--- config.mk ---
export PLATFORM = sky130hd
export DESIGN_NAME = fetch_queue_flat
export DESIGN_NICKNAME = d
export VERILOG_FILES = /design/src/rtl/fetch_queue_if.sv /design/src/rtl/fetch_queue.sv /design/src/flat_wrapper.sv
export SDC_FILE = /design/constraint.sdc
export NUM_CORES = 1
export LEC_CHECK = 0
export CELL_PAD_IN_SITES_DETAIL_PLACEMENT = 1
export CELL_PAD_IN_SITES_GLOBAL_PLACEMENT = 1
export CORE_AREA = 2 2 122 124
export DETAILED_ROUTE_END_ITERATION = 8
export DIE_AREA = 0 0 124 126
export PLACE_DENSITY = 0.84
export REMOVE_ABC_BUFFERS = 1
export SLEW_MARGIN = 20
export SYNTH_ARGS = -nofsm -noshare
export SYNTH_HDL_FRONTEND = slang
export SYNTH_SLANG_ARGS = --single-unit
--- constraint.sdc ---
create_clock -name clk -period 7.95 [get_ports clk]
set_clock_uncertainty 0.2 [all_clocks]
set_input_delay 2.385 -clock clk [delete_from_list [all_inputs] [get_ports clk]]
set_output_delay 2.385 -clock clk [all_outputs]
set_load 0.02 [all_outputs]
--- src/rtl/fetch_queue_if.sv ---
// Fetch front-end bundle: memory req/ack side, instruction valid/ready side,
// and the redirect/halt controls from execute.
interface fetch_queue_if;
  logic        redirect;
  logic [15:0] redirect_pc;
  logic        hlt;
  logic        mem_req;
  logic [15:0] mem_addr;
  logic        mem_ack;
  logic [15:0] mem_rdata;
  logic        inst_valid;
  logic [15:0] inst;
  logic [15:0] inst_pc;
  logic        inst_ready;

  modport master (
    input  redirect, redirect_pc, hlt,
    input  mem_ack, mem_rdata, inst_ready,
    output mem_req, mem_addr,
    output inst_valid, inst, inst_pc
  );

  modport slave (
    output redirect, redirect_pc, hlt,
    output mem_ack, mem_rdata, inst_ready,
    input  mem_req, mem_addr,
    input  inst_valid, inst, inst_pc
  );
endinterface

--- src/rtl/fetch_queue.sv ---
// Instruction fetch front-end: req/ack fetch engine feeding a prefetch FIFO
// of {pc, word}, drained by decode and flushed on redirect.
module fetch_queue #(
  parameter int          DEPTH    = 4,
  parameter logic [15:0] RESET_PC = 16'h0000
) (
  input logic          clk,
  input logic          rst,
  fetch_queue_if.master bus
);
  localparam int AW = $clog2(DEPTH);
  localparam int CW = AW + 1;

  typedef enum logic [1:0] {
    S_IDLE, S_WAIT, S_DISCARD
  } state_t;

  state_t state_q, state_d;

  logic [15:0]   fpc_q, fpc_d;
  logic [15:0]   addr_q, addr_d;
  logic          req_q, req_d;
  logic [AW-1:0] rd_q, wr_q;
  logic [CW-1:0] cnt_q, cnt_d;
  logic [15:0]   pc_mem [DEPTH];
  logic [15:0]   word_mem [DEPTH];

  logic push, pop, room, go, cont, issue;

  assign bus.inst_valid = cnt_q != '0;
  assign bus.inst    = bus.inst_valid ? word_mem[rd_q] : '0;
  assign bus.inst_pc = bus.inst_valid ? pc_mem[rd_q] : '0;
  assign bus.mem_req  = req_q;
  assign bus.mem_addr = addr_q;

  // redirect overrides any same-cycle push or pop
  assign pop  = bus.inst_valid & bus.inst_ready & ~bus.redirect;
  assign push = (state_q == S_WAIT) & bus.mem_ack & ~bus.redirect;

  assign cnt_d = cnt_q + CW'(push) - CW'(pop);
  assign room  = cnt_d < CW'(DEPTH);
  assign go    = ~bus.hlt & ~bus.redirect & room;
  assign cont  = ~bus.hlt & room;
  assign issue = ((state_q == S_IDLE) & go)
               | (push & cont);

  always_ff @(posedge clk or posedge rst) begin
    if (rst) state_q <= S_IDLE;
    else     state_q <= state_d;
  end

  always_comb begin
    state_d = state_q;
    unique case (state_q)
      S_IDLE:
        if (go) state_d = S_WAIT;
      S_WAIT:
        if (bus.redirect)
          state_d = bus.mem_ack ? S_IDLE : S_DISCARD;
        else if (bus.mem_ack)
          state_d = cont ? S_WAIT : S_IDLE;
      S_DISCARD:
        if (bus.mem_ack) state_d = S_IDLE;
      default:
        state_d = S_IDLE;
    endcase
  end

  always_comb begin
    fpc_d  = fpc_q;
    addr_d = addr_q;
    req_d  = state_d != S_IDLE;
    unique case (1'b1)
      bus.redirect: begin
        fpc_d = bus.redirect_pc;
        // an outstanding request keeps its address until acked
        if (state_d == S_IDLE) addr_d = bus.redirect_pc;
      end
      issue: begin
        addr_d = fpc_q;
        fpc_d  = fpc_q + 16'd1;
      end
      default: ;
    endcase
  end

  always_ff @(posedge clk or posedge rst) begin
    if (rst) begin
      fpc_q  <= RESET_PC;
      addr_q <= RESET_PC;
      req_q  <= 1'b0;
    end else begin
      fpc_q  <= fpc_d;
      addr_q <= addr_d;
      req_q  <= req_d;
    end
  end

  always_ff @(posedge clk or posedge rst) begin
    if (rst) begin
      rd_q  <= '0;
      wr_q  <= '0;
      cnt_q <= '0;
    end else if (bus.redirect) begin
      rd_q  <= '0;
      wr_q  <= '0;
      cnt_q <= '0;
    end else begin
      if (push) wr_q <= wr_q + AW'(1);
      if (pop)  rd_q <= rd_q + AW'(1);
      cnt_q <= cnt_d;
    end
  end

  always_ff @(posedge clk) begin
    if (push) begin
      pc_mem[wr_q]   <= addr_q;
      word_mem[wr_q] <= bus.mem_rdata;
    end
  end
endmodule
--- src/flat_wrapper.sv ---
// flat-port wrapper written by rule: the top's interface ports become plain ports
module fetch_queue_flat 
#(
  parameter int          DEPTH    = 4,
  parameter logic [15:0] RESET_PC = 16'h0000
)
  (clk, rst, bus_redirect, bus_redirect_pc, bus_hlt, bus_mem_ack, bus_mem_rdata, bus_inst_ready, bus_mem_req, bus_mem_addr, bus_inst_valid, bus_inst, bus_inst_pc);
  fetch_queue_if bus_i ();
  input logic clk;
  input logic rst;
  input wire logic [$bits(bus_i.redirect)-1:0] bus_redirect;
  input wire logic [$bits(bus_i.redirect_pc)-1:0] bus_redirect_pc;
  input wire logic [$bits(bus_i.hlt)-1:0] bus_hlt;
  input wire logic [$bits(bus_i.mem_ack)-1:0] bus_mem_ack;
  input wire logic [$bits(bus_i.mem_rdata)-1:0] bus_mem_rdata;
  input wire logic [$bits(bus_i.inst_ready)-1:0] bus_inst_ready;
  output wire logic [$bits(bus_i.mem_req)-1:0] bus_mem_req;
  output wire logic [$bits(bus_i.mem_addr)-1:0] bus_mem_addr;
  output wire logic [$bits(bus_i.inst_valid)-1:0] bus_inst_valid;
  output wire logic [$bits(bus_i.inst)-1:0] bus_inst;
  output wire logic [$bits(bus_i.inst_pc)-1:0] bus_inst_pc;
  assign bus_i.redirect = bus_redirect;
  assign bus_i.redirect_pc = bus_redirect_pc;
  assign bus_i.hlt = bus_hlt;
  assign bus_i.mem_ack = bus_mem_ack;
  assign bus_i.mem_rdata = bus_mem_rdata;
  assign bus_i.inst_ready = bus_inst_ready;
  assign bus_mem_req = bus_i.mem_req;
  assign bus_mem_addr = bus_i.mem_addr;
  assign bus_inst_valid = bus_i.inst_valid;
  assign bus_inst = bus_i.inst;
  assign bus_inst_pc = bus_i.inst_pc;
  fetch_queue #(.DEPTH(DEPTH), .RESET_PC(RESET_PC)) u_core (.clk(clk), .rst(rst), .bus(bus_i));
endmodule
# Word-level counts from Yosys, hierarchy flattened
# Memories as Yosys holds them, arrays and structs flattened.
# Cells that the tools add are included.
# totals
regBits	42
in_bits	38
ram_bits	128
output_inout_bits	50
memories	2
latch_bits	0
rom_bits	0
# mem_list
memory	depth	word_bits	read_ports	rd_clocked_by_memory_dff	write_ports	line	rtl
u_core.pc_mem	4	16	1	0	1	fetch_queue.sv:25	logic [15:0] pc_mem [DEPTH];
u_core.word_mem	4	16	1	0	1	fetch_queue.sv:26	logic [15:0] word_mem [DEPTH];
# classes
div_mod_pow	0
order_cmp	1
n_mul	0
n_addsub	5
bitwise_logic	12
n_eq_ne	3
mux	19
n_reduce_logical	8
shift	0
# ops
cell	n
16-bit case mux with 2 select lines	2
16-bit two-way mux	3
2-bit two-way mux	9
16-bit by 1-bit adder with 16-bit output, second input constant	1
1-bit bitwise AND	9
2-bit nonzero test	4
2-bit case mux with 3 select lines	1
2-bit by 1-bit adder with 2-bit output, second input constant	2
2-bit logical NOT	2
3-bit by 1-bit adder with 3-bit output	1
3-bit < comparator, second input constant	1
1-bit two-way mux	3
3-bit two-way mux	1
3-bit nonzero test	1
3-bit by 1-bit subtractor with 3-bit output	1
2-bit by 1-bit equality test with 1-bit output, second input constant	1
2-bit equality test, second input constant	1
2-bit by 1-bit != test with 1-bit output, second input constant	1
1-bit NOT	2
2-bit AND reduction	1
1-bit bitwise OR	1

# Depth between registers and ports, before layout
# logic_depth
word_depth	14
ltp_mapped	14

# Worst setup path after synthesis
# No wires, ideal clock.
# synth_path
path_kind	input to register
startpoint	input bus_redirect
endpoint	register u_core.addr_q[0] (netlist: u_core.bus.mem_addr[0])
slack_ps	2504
arrival_ps	5122
setup_time_ps	125
required_time_ps	7625
stages	13
path_buffers	3
path_cell_list	clkbuf_1 buf_1 nor2_1 ha_1 inv_1 ha_1 inv_1 fa_1 xnor3_2 a31oi_2 nor2_2 buf_4 mux2_2
# synth_via
elab_chain_len	13
elab_cells_between_ends	22
cone_classes	add/sub (2); order compare (1); eq/ne (1); mux (6); bitwise (9); reduce/logical (3)
# synth_lines
item	line	rtl
start, declared	flat_wrapper.sv:11	input wire logic [$bits(bus_i.redirect)-1:0] bus_redirect;
1-bit NOT	fetch_queue.sv:37, fetch_queue.sv:38, fetch_queue.sv:42	
1-bit bitwise AND	fetch_queue.sv:38	assign push = (state_q == S_WAIT) & bus.mem_ack & ~bus.redirect;
3-bit by 1-bit adder with 3-bit output	fetch_queue.sv:40	assign cnt_d = cnt_q + CW'(push) - CW'(pop);
3-bit by 1-bit subtractor with 3-bit output	fetch_queue.sv:40	
3-bit < comparator	fetch_queue.sv:41	assign room = cnt_d < CW'(DEPTH);
1-bit bitwise AND	fetch_queue.sv:43	assign cont = ~bus.hlt & room;
1-bit two-way mux	fetch_queue.sv:61	state_d = cont ? S_WAIT : S_IDLE;
2-bit two-way mux	fetch_queue.sv:60	else if (bus.mem_ack)
2-bit two-way mux	fetch_queue.sv:58	if (bus.redirect)
2-bit case mux with 3 select lines	fetch_queue.sv:54	unique case (state_q)
2-bit logical NOT	fetch_queue.sv:77	if (state_d == S_IDLE) addr_d = bus.redirect_pc;
2-bit by 1-bit != test with 1-bit output (no line)	n/a	
2-bit AND reduction (no line)	n/a	
end signal, assigned	fetch_queue.sv:94	addr_q <= addr_d;
end, declared	fetch_queue.sv:21	logic [15:0] addr_q, addr_d;
# Parallel ways exist; a longest one is shown, timed or not.
# A chain may end at the register's enable or synchronous reset.

# Worst setup path after layout
# layout_path
startpoint	input bus_redirect
endpoint	register u_core.addr_q[10] (netlist: u_core.bus.mem_addr[10])
# Same word-level chain as after synthesis.

==> flow_summary_export.csv <==
group,metric,value,unit
drt,num_vias,4057,
critical_path,setup.worst_path.start_class,"primary input",
critical_path,required,8.05,ns
global_route,antenna_found_initial,0,
finish,num-nets-final,556,
power,power.density,331,mW/mm²
hold_path,hold_path_class,"reg -> reg",
yosys,synth.most_common_cell,"edfxtp_1",
clock_tree,cts_num_sinks,170,
finish,syn2layout_area_growth,23.0,%
yosys,ys_top_cells_by_count,"128 x edfxtp_1, 42 x dfrtp_1, 37 x and2_1",
yosys,synth_warnings,0,
status,status,"complete, no violations",
finish,final_core_util,0.615,
run,max-cap-violations,0,
sta,tns,0,ns
floorplan,io_pins,88,
global_route,overflow,0,
yosys,synth_edf_count,128,
sta,slew_headroom,0.294,
yosys,synth-async-reset-ratio,0.247,
drt,drtIter0Drc,337,
sta,hold_violations,0,
yosys,ys_types,50,
drt,viasPerCell,5.74,
floorplan,start_util,0.500,
floorplan,coreArea,0.0143,mm²
drt,antenna_left,0,
floorplan,num_rows,44,
clock_tree,clock_path_buffers,2,
global_route,grt_max_degree,43,
yosys,ys_seq_area_frac,0.684,
power,peakVddDrop,0.220,mV
drt,drc,0,
place,dpl.hpwl,9.75,mm
global_route,track_usage,0.225,
clock_tree,cts_buffers,17,
yosys,synthTopCellsByArea,"edfxtp_1 54%, dfrtp_1 15%, mux4_2 10%",
critical_path,criticalPathCategory,"in -> reg",
floorplan,dieArea,0.0156,mm²
clock_tree,path_clk_slew,0.06,ns
global_route,grt_pass1_wl,25.6,mm
clock_tree,post-cts-setup-buffers,0,
drt,wire_per_inst,23.2,µm
drt,routed_wl,16.4,mm
finish,diodes,0,
finish,drive_gt1_frac,0.212,
clock_tree,tritoncts,"built",
global_route,grt_pass1_vias,4473,
yosys,synth_area,0.00716,mm²
yosys,synth-seq-cells,170,
clock_tree,root_buffer,"clkbuf_16",
yosys,yosysTopAreaCellShare,0.537,
clock_tree,cts_hold_buf,0,
critical_path,crit_arrival,6.45,ns
critical_path,cp-end-kind,"flop",
floorplan,die_x,124,µm
sta,worst_pin_slew,1.06,ns
place,io_buffers,87,
place,routabilityCongestion,0.782,
floorplan,fp.dieH,126,µm
yosys,synth_top_area_cell,"edfxtp_1",
place,dpl_worst_slack,1.29,ns
critical_path,crit_path_max_fanout,21,
sta,fmax,157,MHz
clock_tree,clkLatencyLatePin,0.43,ns
power,leakage,3.05,nW
finish,fillCellCount,1310,
sta,post-route-period-util,0.799,
clock_tree,cts_max_level,4,
sta,setup-violations-final,0,
sta,fin_crit,6.35,ns
drt,first_pass_iters,4,
yosys,syn_avg_cell_area,17.1,µm²
yosys,ys.flop_type,"edfxtp_1",
sta,slew_violations,0,
yosys,syn_inst,419,
sta,rsz0062_at_grt,"no",
clock_tree,cts_resized,0,
sta,fin_ws,1.60,ns
-- flip-flops by register name, summed over array words and instances (netlist names) --
| signal | count |
|---|---|
| u_core.pc_mem | 64 |
| u_core.word_mem | 64 |
| u_core.bus.mem_addr | 16 |
| u_core.fpc_q | 16 |
| u_core.cnt_q | 3 |
| u_core.rd_q | 2 |
| u_core.state_q | 2 |
| u_core.wr_q | 2 |
| u_core.bus.mem_req | 1 |
-- report_power, final --
| group | leakage (nW) | internal, mW | switching, mW | total (mW) |
|---|---|---|---|---|
| combinational | 1.11 | 0.436 | 0.449 | 0.885 |
| sequential | 1.66 | 1.09 | 0.102 | 1.19 |
| clock | 0.281 | 0.496 | 0.344 | 0.840 |
-- stage by stage --
step / total power [mW] / hold WS [ns] / cell area [µm²] / instances
after floorplan: 1.70 / 0.295 / 7060 / 399
after global placement: 2.06 / 0.316 / 8210 / 675
after detailed placement: 2.10 / 0.330 / 8210 / 675
after CTS: 2.95 / 0.349 / 8810 / 707
after global routing: 3.04 / 0.379 / 8810 / 707
final: 2.92 / 0.345 / 8810 / 707
-- worst paths after layout --
| path | startpoint | endpoint | slack [ns] | depth (start not counted) |
|---|---|---|---|---|
| worst max-delay path | bus_redirect | u_core.bus.mem_addr[10]$_DFFE_PP0P_ | 1.60 | 10 |
| worst min-delay path | u_core.bus.mem_addr[14]$_DFFE_PP0P_ | u_core.pc_mem[1][14]$_DFFE_PP_ | 0.34 | 0 |
| worst max register to register | u_core.cnt_q[1]$_DFF_PP0_ | u_core.bus.mem_addr[10]$_DFFE_PP0P_ | 3.51 | 12 |
| worst min register to register | u_core.bus.mem_addr[14]$_DFFE_PP0P_ | u_core.pc_mem[1][14]$_DFFE_PP_ | 0.34 | 0 |
| max in group asynchronous | rst | u_core.rd_q[0]$_DFFE_PP0P_ | 4.95 | 3 |
| min in group asynchronous | rst | u_core.wr_q[0]$_DFFE_PP0P_ | 2.20 | 3 |
-- area by class of cell --
class                   count  area [µm²]  area share
clock inverters            14         173      0.0196
repair buffers             92         908       0.103
flip-flops and latches    170        4900       0.556
inverters                   9        33.8     0.00384
well taps                 184         230      0.0261
multi-input cells         220        2140       0.243
clock buffers              18         429      0.0487
-- metal layers --
| metal | up-vias | track usage | wire (µm) |
|---|---|---|---|
| met1 | 2131 | 0.287 | 6650 |
| met2 | 107 | 0.384 | 8790 |
| met4 | 0 | 0.0806 | 257 |
| met5 | - | 0 | 0 |
| met3 | 18 | 0.0426 | 702 |
| li1 | 1801 | - | - |
-- worst max-delay path: stages --
cell	delay [ns]
clkdlybuf4s50_1	0.80
nor2_1	0.49
and3_1	0.30
ha_1	0.18
inv_1	0.06
fa_1	0.38
xnor3_2	0.38
a31oi_2	0.19
nor2_2	0.84
mux2_2	0.44
-- logic make-up (layout without fill, tap and decap cells) --
| kind of cell | after synthesis | in the layout | synth area share |
|---|---|---|---|
| multiplexers | 66 | 66 | 0.154 |
| AO/OA/AOI/OAI | 29 | 29 | 0.0297 |
| flip-flops | 170 | 170 | 0.684 |
| XOR/XNOR | 8 | 8 | 0.0119 |
| adder cells (fa/ha/maj) | 8 | 8 | 0.0150 |
| buffers and inverters | 29 | 133 | 0.0185 |
| AND/OR/NAND/NOR | 109 | 109 | 0.0874 |
-- placed cells by master (no fill, tap or decap), types with 4 or more instances in the layout --
| cell type | count |
|---|---|
| ha_1 | 7 |
| nand3_1 | 9 |
| o21ai_0 | 7 |
| buf_4 | 5 |
| inv_1 | 8 |
| nand4_1 | 5 |
| nor2_1 | 15 |
| xor2_1 | 5 |
| clkdlybuf4s50_1 | 87 |
| mux4_2 | 32 |
| clkinvlp_4 | 4 |
| dfrtp_1 | 41 |
| and3_1 | 6 |
| edfxtp_1 | 128 |
| nand2_1 | 16 |
| or3_1 | 4 |
| clkbuf_16 | 17 |
| mux2_2 | 32 |
| and2_1 | 33 |
| and2_2 | 4 |
No activity file was read; power rests on OpenSTA's default activity.
